===== src/rtl/fmc.sv =====
//------------------------------------------------------------------------------
// Module      : fmc
// Description : Read-only controller for a 16-bit asynchronous parallel flash.
//               Optional one-deep request queue: define FMC_REQ_QUEUE_EN.
// Revision    : 1.0 - initial release
//------------------------------------------------------------------------------
`default_nettype none

module fmc #(
    parameter int ADDR_W      = 16,
    parameter int DATA_W      = 16,
    parameter int READ_CYCLES = 11
) (
    input  logic              clk,
    input  logic              n_rst,
    input  logic              ready,
    input  logic [ADDR_W-1:0] address,
    input  logic [DATA_W-1:0] data,
    output logic [DATA_W-1:0] data_out,
    output logic [ADDR_W-1:0] address_in,
    output logic              ce,
    output logic              oe,
    output logic              we
);

    localparam logic [0:0] c_ST_IDLE = 1'b0;
    localparam logic [0:0] c_ST_READ = 1'b1;
    localparam logic [7:0] c_LOAD    = 8'(READ_CYCLES - 1);

    logic [0:0]        r_state, w_state_nxt;
    logic [7:0]        r_cnt, w_cnt_nxt;
    logic [ADDR_W-1:0] r_addr, w_addr_nxt;
    logic [DATA_W-1:0] r_dout, w_dout_nxt;
`ifdef FMC_REQ_QUEUE_EN
    logic              r_pend_vld, w_pend_vld_nxt;
    logic [ADDR_W-1:0] r_pend_addr, w_pend_addr_nxt;
`endif

    always_ff @(posedge clk or negedge n_rst) begin
        if (!n_rst) begin
            r_state <= c_ST_IDLE;
            r_cnt   <= 8'd0;
            r_addr  <= '0;
            r_dout  <= '0;
`ifdef FMC_REQ_QUEUE_EN
            r_pend_vld  <= 1'b0;
            r_pend_addr <= '0;
`endif
        end else begin
            r_state <= w_state_nxt;
            r_cnt   <= w_cnt_nxt;
            r_addr  <= w_addr_nxt;
            r_dout  <= w_dout_nxt;
`ifdef FMC_REQ_QUEUE_EN
            r_pend_vld  <= w_pend_vld_nxt;
            r_pend_addr <= w_pend_addr_nxt;
`endif
        end
    end

    always_comb begin
        w_state_nxt = r_state;
        w_cnt_nxt   = r_cnt;
        w_addr_nxt  = r_addr;
        w_dout_nxt  = r_dout;
`ifdef FMC_REQ_QUEUE_EN
        w_pend_vld_nxt  = r_pend_vld;
        w_pend_addr_nxt = r_pend_addr;
`endif
        case (r_state)
            c_ST_IDLE: begin
                if (ready) begin
                    w_state_nxt = c_ST_READ;
                    w_cnt_nxt   = c_LOAD;
                    w_addr_nxt  = address;
                end
            end
            default: begin
                if (r_cnt != 8'd0) begin
                    w_cnt_nxt = r_cnt - 8'd1;
`ifdef FMC_REQ_QUEUE_EN
                    if (ready) begin
                        w_pend_vld_nxt  = 1'b1;
                        w_pend_addr_nxt = address;
                    end
`endif
                end else begin
                    // Flash data is sampled on the last cycle of the access window.
                    w_dout_nxt = data;
                    if (ready) begin
                        w_cnt_nxt  = c_LOAD;
                        w_addr_nxt = address;
`ifdef FMC_REQ_QUEUE_EN
                        w_pend_vld_nxt = 1'b0;
                    end else if (r_pend_vld) begin
                        w_cnt_nxt      = c_LOAD;
                        w_addr_nxt     = r_pend_addr;
                        w_pend_vld_nxt = 1'b0;
`endif
                    end else begin
                        w_state_nxt = c_ST_IDLE;
                    end
                end
            end
        endcase
    end

    // Strobes come straight from the single state flop, so they are glitch-free.
    assign ce         = (r_state != c_ST_READ);
    assign oe         = (r_state != c_ST_READ);
    assign we         = 1'b1;
    assign address_in = r_addr;
    assign data_out   = r_dout;

endmodule

`default_nettype wire


===== config.mk =====
export PLATFORM = sky130hd
export DESIGN_NAME = fmc
export DESIGN_NICKNAME = d
export VERILOG_FILES = /design/src/rtl/fmc.sv
export SDC_FILE = /design/constraint.sdc
export NUM_CORES = 1
export LEC_CHECK = 0
export CELL_PAD_IN_SITES_DETAIL_PLACEMENT = 0
export CELL_PAD_IN_SITES_GLOBAL_PLACEMENT = 2
export CORE_MARGIN = 8
export CORE_UTILIZATION = 29
export CTS_CLUSTER_DIAMETER = 200
export DETAILED_ROUTE_END_ITERATION = 10
export MAX_ROUTING_LAYER = met4
export PLACE_DENSITY = 0.82
export SLEW_MARGIN = 15
export SYNTH_ARGS = -nofsm -noshare
export SYNTH_HDL_FRONTEND = slang
export SYNTH_SLANG_ARGS = --single-unit

===== constraint.sdc =====
create_clock -name clk -period 4.82 [get_ports clk]
set_input_delay 0.482 -clock clk [delete_from_list [all_inputs] [get_ports clk]]
set_output_delay 0.482 -clock clk [all_outputs]
set_load 0.02 [all_outputs]

======== Yosys cells after proc, flatten, opt, wreduce, memory -nomap -nowiden ========
Cells that the tools add are included.
word-level totals
  memories kept ........................... 0
  input port bits ......................... 35
  register bits ........................... 41
  bits in read-only memories .............. 0
  RAM bits ................................ 0
  bits in latches ......................... 0
cells by class
  div/mod/pow operators ................... 0
  add/sub/neg operators ................... 1
  order comparisons ....................... 0
  mux-type cells .......................... 9
  bitwise logic cells ..................... 2
  $mul .................................... 0
  reduce and logical (&&, ||, !) cells .... 2
  shift operators ......................... 0
  equal/unequal tests ..................... 1
operators with widths
  operator             number
  $mux 16              3
  $mux 8               3
  $reduce_bool 8->1    1
  $sub 8x1->8 const B  1
  $mux 1               3
  $ne 2x2->1 const B   1
  $not 1->1            2
  $reduce_and 2->1     1

======== Depth between registers and ports, before layout ========
  depth in word-level cells ............... 3
  depth in mapped cells ................... 7
  gate-level depth less buffers ........... 6

======== Worst setup path after synthesis ========
Ideal clock, no wire load.
  path kind ............................... reg-to-reg
  start ................................... register r_cnt[0]
  end ..................................... register r_addr[10] (netlist: address_in[10])
  library setup time ...................... 0.128 ns
  stages on the path, launching flop included .. 7
  path slack .............................. 3.024 ns
  data arrival time ....................... 1.669 ns
  cells stage by stage .................... dfrtp_1 inv_1 ha_1 nor4b_2 a22oi_2 buf_6 mux2_1
on the way
  cells in the longest elaborated chain, start to end .. 2
RTL lines
  what                      line  RTL
  start: declaration        31    logic [7:0] r_cnt, w_cnt_nxt;
  start signal: assignment  51    r_cnt <= w_cnt_nxt;
  $reduce_bool 8->1         79    if (r_cnt != 8'd0) begin
  $ne 2x2->1 (no line)      n/a
  end signal: assignment    52    r_addr <= w_addr_nxt;
  end: declaration          32    logic [ADDR_W-1:0] r_addr, w_addr_nxt;
No other way between the ends.
A chain may end at the register's enable or synchronous reset.

======== Worst setup path after layout ========
  start ................................... input ready
  end ..................................... register r_addr[6] (netlist: address_in[6])
on the way
  cells in the longest elaborated chain, start to end .. 3
RTL lines
  what                line  RTL
  start: declaration  16    input logic ready,
  $mux 16 (*)         n/a
  $mux 16             n/a
  $mux 16 (*)         n/a
Every way passes the cells marked *; elsewhere a longest branch is shown, timed or not. The select of a mux whose other input is x is not followed.

==> run_results.csv <==
group,metric,value,unit
flow_run,cap_viol_max_count,0,
floorplanning,die_w,93.3,µm
power,peakVddDrop,113,µV
cts,holdBufCountCts,0,
route,drc,0,
cts,root_buffer,"clkbuf_8",
placement,dp_cells,258,
placement,dp_hpwl,3.24,mm
cts,cts_buffers,5,
yosys,synth_top_area_share,59.2,%
layout,drive_gt1_share,16.2,%
setup_path,cp_data_arrival_time,2.46,ns
cts,h-tree-depth,2,
floorplanning,design.core.area,5850,µm²
route,num_vias,1206,
route,drt-total-wl,4.15,mm
layout,stdcell_area,2590,µm²
cts,cts_tree,"done",
timing,rsz0062_at_grt,"false",
route,drtIter0Drc,29,
cts,cts.sinks,41,
timing,drv_slew,0,
power,p_leak,1.12,nW
setup_path,worstPathMaxFanout,19,
yosys,ys_ff_latch,41,
power,p_per_area,270,nW/µm²
cts,clock_path_buffers,2,
global_route,grt_usage,10.1,%
timing,holdWs,0.328,ns
layout,fin_nets,227,
floorplanning,initial_utilization,29.6,%
placement,place_area,2470,µm²
setup_path,crit_required,4.99,ns
route,wire_per_inst,15.6,µm
cts,cts-resized-gates,0,
yosys,synth_edf_count,0,
run_status,outcome,"complete, no violations",
timing,worst_pin_slew,1.06,ns
floorplanning,die_h,93.3,µm
cts,post_cts_buffers,0,
floorplanning,row_count,28,
cts,clk_latency,0.28,ns
setup_path,setup.worst_path.end_class,"register",
floorplanning,dieArea,8710,µm²
placement,gp_congestion,0.777,
timing,relSlewSlack,29.1,%
global_route,grt_pass1_vias,1312,
yosys,synth.distinct_cells,33,
yosys,yosysMostFrequentCell,"dfrtp_1",
timing,fmax,436,MHz
cts,clk_pin_slew_worst_paths,0.08,ns
global_route,grt_pass1_wl,6.72,mm
yosys,synth_top_area_cell,"dfrtp_1",
yosys,synthTopCellsByCount,"41 x dfrtp_1, 17 x mux2_1, 15 x mux2_2, 6 x inv_1, 5 x nand3_1",
yosys,syn_nets,156,
setup_path,setup.worst_path.start_class,"input pin",
yosys,synth_area_leaders,"dfrtp_1 59%, mux2_1 11%, mux2_2 9.7%, ha_1 1.4%, nand3_1 1.4%",
route,detail-route-antenna-nets,0,
route,vias_per_cell,4.53,
layout,fin_cells,266,
yosys,yosysSeqAreaShare,59.2,%
global_route,grt_max_degree,42,
placement,portBuffers,68,
yosys,syn_area,1730,µm²
timing,tns,0,ns
timing,fin_crit,2.30,ns
timing,finalClockSkew,0.00627,ns
floorplanning,ios,70,
yosys,syn_inst,119,
yosys,synth_warnings,0,
yosys,async_flop_share,100,%
yosys,synth_ff_type,"dfrtp_1",
layout,final_core_util,44.2,%
route,first_pass_iters,4,
global_route,antenna_found_initial,0,
timing,hold_viol,0,
timing,post-route-period-util,47.6,%
yosys,avgSynthCellArea,14.6,µm²
hold_path,hold_path_class,"input pin to asynchronous set/reset pin",
global_route,gr-total-overflow,0,
setup_path,path_class,"input pin to register",
layout,syn_to_final_growth,49.1,%
timing,setup_violations,0,
layout,antenna_cells,0,
## flip-flops by register name (all words and copies together), names as in the netlist
name,count
r_cnt,8
r_state,1
address_in,16
data_out,16
## layout make-up
type	count	area [µm²]
Timing Repair Buffer	68	676
Tap cell	75	93.8
Sequential cell	41	1030
Clock inverter	1	30.0
Fill cell	533	3260
Inverter	6	22.5
Clock buffer	7	86.3
Multi-Input combinational cell	68	652
## logic make-up (layout without fill, tap and decap cells)
group                      after synthesis  after routing  synth area share [%]
DFF                                     41             41                  59.2
adders and majority gates                2              2                  1.44
and+or+nand+nor                         18             18                  7.65
AOI/OAI and AO/OA                       13             13                  6.35
muxes                                   34             34                  21.9
buffers and inverters                   10             82                  3.25
other                                    1              1                 0.216
## power by group
| part | total, mW | internal [mW] | switching, mW | leakage [nW] |
|---|---|---|---|---|
| Sequential | 0.354 | 0.351 | 0.00355 | 0.511 |
| Clock | 0.279 | 0.169 | 0.110 | 0.0585 |
| Combinational | 0.0642 | 0.0392 | 0.0251 | 0.549 |
| Total | 0.697 | 0.558 | 0.139 | 1.12 |
## routing by layer
| metal | track usage (%) | part of all wire, % |
|---|---|---|
| met5 | - | 0 |
| met3 | 2.96 | 8.8 |
| met2 | 16.0 | 48 |
| met1 | 11.6 | 42 |
| met4 | 4.43 | 1.1 |
## worst paths after layout
| kind | startpoint | endpoint | slack [ns] | cells after the start |
|---|---|---|---|---|
| max in group asynchronous | n_rst | data_out[8]$_DFFE_PN0P_ | 3.92 | 1 |
| max | ready | address_in[6]$_DFFE_PN0P_ | 2.52 | 4 |
| min in group clk | data_out[3]$_DFFE_PN0P_ | data_out[3]$_DFFE_PN0P_ | 0.49 | 1 |
| min | n_rst | r_cnt[4]$_DFF_PN0_ | 0.33 | 1 |
| min reg2reg | data_out[3]$_DFFE_PN0P_ | data_out[3]$_DFFE_PN0P_ | 0.49 | 1 |
| max reg2reg | r_cnt[0]$_DFF_PN0_ | address_in[6]$_DFFE_PN0P_ | 2.58 | 5 |
## critical path, stage by stage
cell	delay, ns
clkdlybuf4s50_1	0.51
nor4b_1	0.20
a22oi_2	0.84
mux2_2	0.42
## stage by stage
stage                     total power [mW]  setup slack, ns
after floorplan                      0.376             3.02
after detailed placement             0.426             2.19
after global placement               0.425             2.33
final                                0.697             2.52
after CTS                            0.710             2.50
after global routing                 0.730             2.41
## cells in the final DEF, fill, tap and decap left out, drive strengths merged, types with 2 or more instances in the layout
cell            n
clkbuf          7
clkdlybuf4s50  67
dfrtp          41
ha              2
inv             6
mux2           32
mux2i           2
nand3           6
nor3            2
nor4b           2
o211ai          2
o21ai           4
o31ai           2
or3             2
or4b            2
No activity file was read; power rests on OpenSTA's default activity.
